===== config.mk =====
export PLATFORM = sky130hd
export DESIGN_NAME = ptp_rtc_counter
export DESIGN_NICKNAME = d
export VERILOG_FILES = /design/src/rtl/ptp_rtc_counter.sv
export SDC_FILE = /design/constraint.sdc
export NUM_CORES = 1
export LEC_CHECK = 0
export CAP_MARGIN = 20
export CORE_ASPECT_RATIO = 1.2
export CORE_MARGIN = 2
export CORE_UTILIZATION = 49
export DETAILED_ROUTE_END_ITERATION = 10
export GPL_TIMING_DRIVEN = 0
export HOLD_SLACK_MARGIN = 0.05
export PLACE_DENSITY = 0.76
export SLEW_MARGIN = 20
export SYNTH_ARGS = -nofsm -noshare
export SYNTH_HDL_FRONTEND = slang
export SYNTH_SLANG_ARGS = --single-unit

===== constraint.sdc =====
create_clock -name rtc_clk -period 10.5 [get_ports rtc_clk]
set_input_delay 2.625 -clock rtc_clk [delete_from_list [all_inputs] [get_ports rtc_clk]]
set_output_delay 2.625 -clock rtc_clk [all_outputs]
set_load 0.02 [all_outputs]

===== src/rtl/ptp_rtc_counter.sv =====
// ----------------------------------------------------------------------------
// ptp_rtc_counter
//
// PTP real-time clock. Keeps a 48-bit seconds / 30-bit nanoseconds time of day
// plus a 24-bit fractional-ns accumulator, advanced every rtc_clk cycle by a
// programmable increment. Supports an absolute time set, a signed one-shot
// offset adjust, snapshot capture and a pulse-per-second output.
//
// Ports
//   rtc_clk      in   1   sole clock
//   rst_sys      in   1   asynchronous, active-high reset
//   inc_wr_i     in   1   load increment register (effective next cycle)
//   inc_ns_i     in   8   integer ns increment
//   inc_frac_i   in  24   fractional ns increment (units 2^-24 ns)
//   set_wr_i     in   1   absolute time load
//   set_sec_i    in  48   seconds to load
//   set_ns_i     in  30   ns to load, must be < 1e9
//   adj_wr_i     in   1   one-shot offset adjust
//   adj_neg_i    in   1   1 = subtract adj_ns_i
//   adj_ns_i     in  30   offset magnitude, must be < 1e9
//   snap_req_i   in   1   capture request
//   rtc_sec_o    out 48   current seconds
//   rtc_ns_o     out 30   current ns, 0..999_999_999
//   rtc_frac_o   out 24   current fractional ns
//   snap_sec_o   out 48   captured seconds
//   snap_ns_o    out 30   captured ns
//   snap_vld_o   out  1   one-cycle capture strobe
//   pps_o        out  1   seconds-rollover pulse, PPS_W cycles wide
//   err_o        out  1   one-cycle pulse on an out-of-range set or adjust
// ----------------------------------------------------------------------------
module ptp_rtc_counter #(
    parameter int unsigned INC_NS_DEF   = 8,
    parameter logic [23:0] INC_FRAC_DEF = 24'h0,
    parameter int unsigned PPS_W        = 4
) (
    input  logic        rtc_clk,
    input  logic        rst_sys,
    input  logic        inc_wr_i,
    input  logic [7:0]  inc_ns_i,
    input  logic [23:0] inc_frac_i,
    input  logic        set_wr_i,
    input  logic [47:0] set_sec_i,
    input  logic [29:0] set_ns_i,
    input  logic        adj_wr_i,
    input  logic        adj_neg_i,
    input  logic [29:0] adj_ns_i,
    input  logic        snap_req_i,
    output logic [47:0] rtc_sec_o,
    output logic [29:0] rtc_ns_o,
    output logic [23:0] rtc_frac_o,
    output logic [47:0] snap_sec_o,
    output logic [29:0] snap_ns_o,
    output logic        snap_vld_o,
    output logic        pps_o,
    output logic        err_o
);

    localparam logic [29:0]        NS_LIMIT    = 30'd1_000_000_000;
    localparam logic signed [31:0] NS_PER_SEC  = 32'sd1_000_000_000;
    localparam logic [29:0]        NS_WRAP     = 30'd1_000_000_000;

    // State
    logic [7:0]  r_inc_ns;
    logic [23:0] r_inc_frac;
    logic [47:0] r_sec;
    logic [29:0] r_ns;
    logic [23:0] r_frac;
    logic [47:0] r_snap_sec;
    logic [29:0] r_snap_ns;
    logic        r_snap_vld;
    logic        r_err;
    logic [3:0]  r_pps_cnt;

    // Decode of the write strobes
    logic        w_set_ok;
    logic        w_set_bad;
    logic        w_adj_req;
    logic        w_adj_ok;
    logic        w_adj_bad;

    // Datapath
    logic [24:0]        w_frac_sum;
    logic signed [31:0] w_adj_mag;
    logic signed [31:0] w_offset;
    logic signed [31:0] w_sum;
    logic [47:0]        w_next_sec;
    logic [29:0]        w_next_ns;
    logic               w_sec_up;

    assign w_set_ok  = set_wr_i && (set_ns_i < NS_LIMIT);
    assign w_set_bad = set_wr_i && (set_ns_i >= NS_LIMIT);
    // An adjust presented alongside any set is discarded without an error.
    assign w_adj_req = adj_wr_i && !set_wr_i;
    assign w_adj_ok  = w_adj_req && (adj_ns_i < NS_LIMIT);
    assign w_adj_bad = w_adj_req && (adj_ns_i >= NS_LIMIT);

    assign w_frac_sum = {1'b0, r_frac} + {1'b0, r_inc_frac};
    assign w_adj_mag  = $signed({2'b00, adj_ns_i});
    assign w_offset   = !w_adj_ok ? 32'sd0 : (adj_neg_i ? -w_adj_mag : w_adj_mag);

    // Signed 32-bit raw ns; range is roughly -1e9 .. 2e9, well inside 2^31.
    assign w_sum = $signed({2'b00, r_ns})
                 + $signed({24'd0, r_inc_ns})
                 + $signed({31'd0, w_frac_sum[24]})
                 + w_offset;

    // Normalise back into 0..1e9-1. The corrected value fits in 30 bits, so
    // the correction is done modulo 2^30 on the low bits of the raw sum.
    // NOTE: every signal driven here gets a default first so no latch forms.
    always_comb begin
        w_next_sec = r_sec;
        w_next_ns  = w_sum[29:0];
        w_sec_up   = 1'b0;
        if (w_sum >= NS_PER_SEC) begin
            w_next_ns  = w_sum[29:0] - NS_WRAP;
            w_next_sec = r_sec + 48'd1;
            w_sec_up   = 1'b1;
        end else if (w_sum < 32'sd0) begin
            w_next_ns  = w_sum[29:0] + NS_WRAP;
            w_next_sec = r_sec - 48'd1;
        end
    end

    // NOTE: sequential state uses non-blocking assignments only, so every
    // register samples pre-edge values (the snapshot relies on this).
    always_ff @(posedge rtc_clk or posedge rst_sys) begin
        if (rst_sys) begin
            r_inc_ns   <= 8'(INC_NS_DEF);
            r_inc_frac <= INC_FRAC_DEF;
            r_sec      <= '0;
            r_ns       <= '0;
            r_frac     <= '0;
            r_snap_sec <= '0;
            r_snap_ns  <= '0;
            r_snap_vld <= 1'b0;
            r_err      <= 1'b0;
            r_pps_cnt  <= '0;
        end else begin
            if (inc_wr_i) begin
                r_inc_ns   <= inc_ns_i;
                r_inc_frac <= inc_frac_i;
            end

            if (w_set_ok) begin
                r_sec  <= set_sec_i;
                r_ns   <= set_ns_i;
                r_frac <= '0;
            end else begin
                r_sec  <= w_next_sec;
                r_ns   <= w_next_ns;
                r_frac <= w_frac_sum[23:0];
            end

            // Only a forward rollover (re)starts the pulse; a new one while
            // active reloads the counter and stretches the pulse.
            if (!w_set_ok && w_sec_up) begin
                r_pps_cnt <= 4'(PPS_W);
            end else if (r_pps_cnt != 4'd0) begin
                r_pps_cnt <= r_pps_cnt - 4'd1;
            end

            r_err      <= w_set_bad || w_adj_bad;
            r_snap_vld <= snap_req_i;
            if (snap_req_i) begin
                r_snap_sec <= r_sec;
                r_snap_ns  <= r_ns;
            end
        end
    end

    assign rtc_sec_o  = r_sec;
    assign rtc_ns_o   = r_ns;
    assign rtc_frac_o = r_frac;
    assign snap_sec_o = r_snap_sec;
    assign snap_ns_o  = r_snap_ns;
    assign snap_vld_o = r_snap_vld;
    assign pps_o      = (r_pps_cnt != 4'd0);
    assign err_o      = r_err;

endmodule


==> out/metrics.yaml <==
status:
  outcome: "finished, final reports clean"
critical_path:
  criticalPathCategory: "primary input to flip-flop"
  crit_top_cell: "a211o_1"
  start_kind: "primary input"
  required_ps: 10970
  cp-end-kind: "flip-flop"
  cp_top_family: "compound AO/OA/AOI/OAI gates"
  cp.arrival_ps: 10700
  startpoint: "adj_ns_i[5]"
  reg2reg_from: "rtc_frac_o[0]"
  critPathMaxFanout: 14
  cp_slowest_stage_delay_ps: 580
  crit_slowest_cell: "fa_1"
  critical_path_buf_inv_count: 6
sta:
  maxSlewViolCount: 0
  clock_skew_ps: 12.7
  fmax_mhz: 97.7
  hold_viol: 0
  slew_headroom_pct: 36.3
  worst_pin_slew_ps: 956
  setup_viol: 0
  finalWorstSetupSlack_ps: 264
  finalCriticalPeriod_ps: 10240
  fin_setup_tns_ps: 0
  fin_crit_sh_pct: 97.5
logic_synthesis:
  yosys.area_share.simple_pct: 16.1
  syn_inst: 1779
  async_flop_share_pct: 100
  synth-adder-area-share_pct: 11.4
  yosys_warnings: 0
  synth-compound-area-share_pct: 20.2
  syn_nets: 2065
  syn_area_per_cell_sq_um: 9.01
  synth_edf_count: 0
  synth_cell_type_count: 96
  ys.flop_type: "dfrtp_1"
  synthMuxAreaShare_pct: 8.14
  ys_seq_elements: 218
  syn_area_sq_um: 16000
  ys_seq_area_share_pct: 34.1
  synth-xor-area-share_pct: 6.61
  synth_top_family_by_area: "compound AO/OA/AOI/OAI gates"
placed_design:
  gp_congestion: 0.960
  pre_cts_ws_ps: -2490
  io_buffer_count: 327
  placed_area_sq_um: 19900
  placed_cells: 2515
  dp_hpwl_mm: 39.5
floorplan:
  rows: 72
  initial_utilization_pct: 49.7
  die_x_um: 169
  ios: 330
  dieArea_sq_um: 34200
  core_sq_um: 32300
  die_h_um: 202
routing:
  wl_met3_mm: 3.65
  met1Wirelength_mm: 20.4
  finalWirelength_mm: 52.3
  wl_per_cell_um: 20.1
  ant_nets: 0
  drt_iter0_drc: 991
  vias: 15298
  first_pass_iters: 7
  drc_errors: 0
  wl_met2_mm: 26.1
  avgViaCountPerCell: 5.88
  top_layer_used: "met5"
global_route:
  grt_pass1_vias: 15342
  antenna_found_initial: 8
  grt_pass1_wl_mm: 81.2
  grt_usage_pct: 29.9
  grt_max_degree: 104
  grt_overflow: 0
worst_hold_path:
  hp-class: "flip-flop to flip-flop"
  min_from: "snap_ns_o[9]"
clock_network:
  clk_latency_ps: 550
  cts-hold-fix-buffers: 0
  clk_path_buf_depth: 3
  numCtsBuffers: 24
  cts_root_buf: "clkbuf_16"
  cts-htree-levels: 1
  cts.sinks: 218
  cts_tree: "done"
  clk_pin_slew_ps: 60
final_layout:
  finalInstanceArea_sq_um: 21500
  syn2layout_area_growth_pct: 33.9
  nNetsFinal: 2456
  layout-drive-gt1-share_pct: 14.3
  post_layout_nonfiller_instances: 2601
power:
  ir_drop_mv: 0.266
  total_power_w: 0.00786
  pwr_density_cell_nw_per_um2: 366
  leakagePower_nw: 9.24
flow_run:
  maxCapViolations: 0
-- logic make-up after synthesis --
family,after synthesis
and+or+nand+nor,560
AOI/OAI and AO/OA,489
DFF,218
adders and majority gates,139
buffers and inverters,137
xor gates and xnor gates,120
muxes,116
-- stage by stage --
stage,util [%],hold WS [ps]
5_1_grt,66.5,519
6_report,66.5,504
4_1_cts,65.3,508
3_5_place_dp,61.7,495
2_1_floorplan,-,485
3_3_place_gp,61.5,488
-- placed cells by master, fill, tap and decap left out, types with 57 or more instances in the layout --
| master | netlist | final |
|---|---|---|
| a21oi_1 | 131 | 125 |
| clkdlybuf4s50_1 | 0 | 310 |
| dfrtp_1 | 217 | 217 |
| ha_1 | 128 | 121 |
| inv_1 | 60 | 57 |
| mux2_2 | 111 | 111 |
| nand2_1 | 192 | 192 |
| nor2_1 | 174 | 171 |
| o21ai_0 | 82 | 75 |
| xnor2_1 | 68 | 66 |
-- power breakdown --
| group | leakage [nW] | switching [W] | internal (W) |
|---|---|---|---|
| clock | 0.431 | 0.000364 | 0.000567 |
| combinational | 6.26 | 0.00297 | 0.00242 |
| sequential | 2.55 | 0.000334 | 0.00120 |
-- synth_stat cells (all sizes together) (8+ instances only) --
cell | count | area share, %
o211ai | 18 | 0.93
or3 | 16 | 0.62
mux2 | 111 | 7.8
or4 | 9 | 0.47
nand2 | 192 | 4.5
o31ai | 14 | 0.66
o22ai | 8 | 0.43
a21oi | 131 | 4.1
or2 | 9 | 0.35
fa | 11 | 1.4
xor2 | 52 | 2.9
and2 | 14 | 0.55
o21a | 17 | 0.80
nor3 | 30 | 1.0
nand2b | 14 | 0.55
inv | 61 | 1.4
a31oi | 54 | 2.1
a21o | 42 | 2.0
ha | 128 | 10
nand4 | 13 | 0.51
a211oi | 23 | 1.2
buf | 29 | 1.0
nor2b | 9 | 0.35
dfrtp | 217 | 34
xnor2 | 68 | 3.7
clkbuf | 47 | 1.1
nor2 | 176 | 4.2
o21bai | 10 | 0.47
nand3 | 41 | 1.3
a211o | 11 | 0.60
o21ai | 100 | 3.1
and3 | 16 | 0.62
-- per-layer routing --
metal,vias up,GRT usage [%]
met5,-,0
met4,2,11.4
met3,115,5.35
met2,566,53.4
met1,7383,35.6
li1,7232,-
-- registers in the layout (all words and copies together), names as in the netlist --
register    flops
snap_ns_o      30
rtc_ns_o       30
err_o           1
r_inc_ns        8
rtc_sec_o      48
snap_sec_o     48
snap_vld_o      1
r_pps_cnt       4
r_inc_frac     24
rtc_frac_o     24
-- final timing paths --
| kind | end | slack (ps) | cells after the start |
|---|---|---|---|
| setup / recovery | rtc_sec_o[39] | 260 | 34 |
| hold / removal | snap_ns_o[9] | 500 | 1 |
| max in group asynchronous | snap_sec_o[0] | 7150 | 3 |
| setup reg to reg | rtc_sec_o[39] | 1040 | 40 |
| min in group asynchronous | r_inc_frac[6] | 2490 | 2 |
| hold reg to reg | snap_ns_o[9] | 500 | 1 |
-- area by class of cell --
type / count / area (sq um)
fill: 2671 / 10800
multi-input combinational: 1424 / 10300
clock buffer: 30 / 653
sequential: 218 / 5460
timing repair inverter: 2 / 17.5
timing repair buffer: 366 / 3630
tap: 407 / 509
clock inverter: 14 / 218
antenna: 6 / 15.0
buffer: 73 / 352
inverter: 61 / 263
-- timing repair --
item                       4_1_cts  5_1_grt
gates cloned                     2        0
setup endpoints to repair       42       21
resized for setup               33       62
pin swaps                       18       24
setup buffers                   19       18
(Power assumes the default switching activity.)
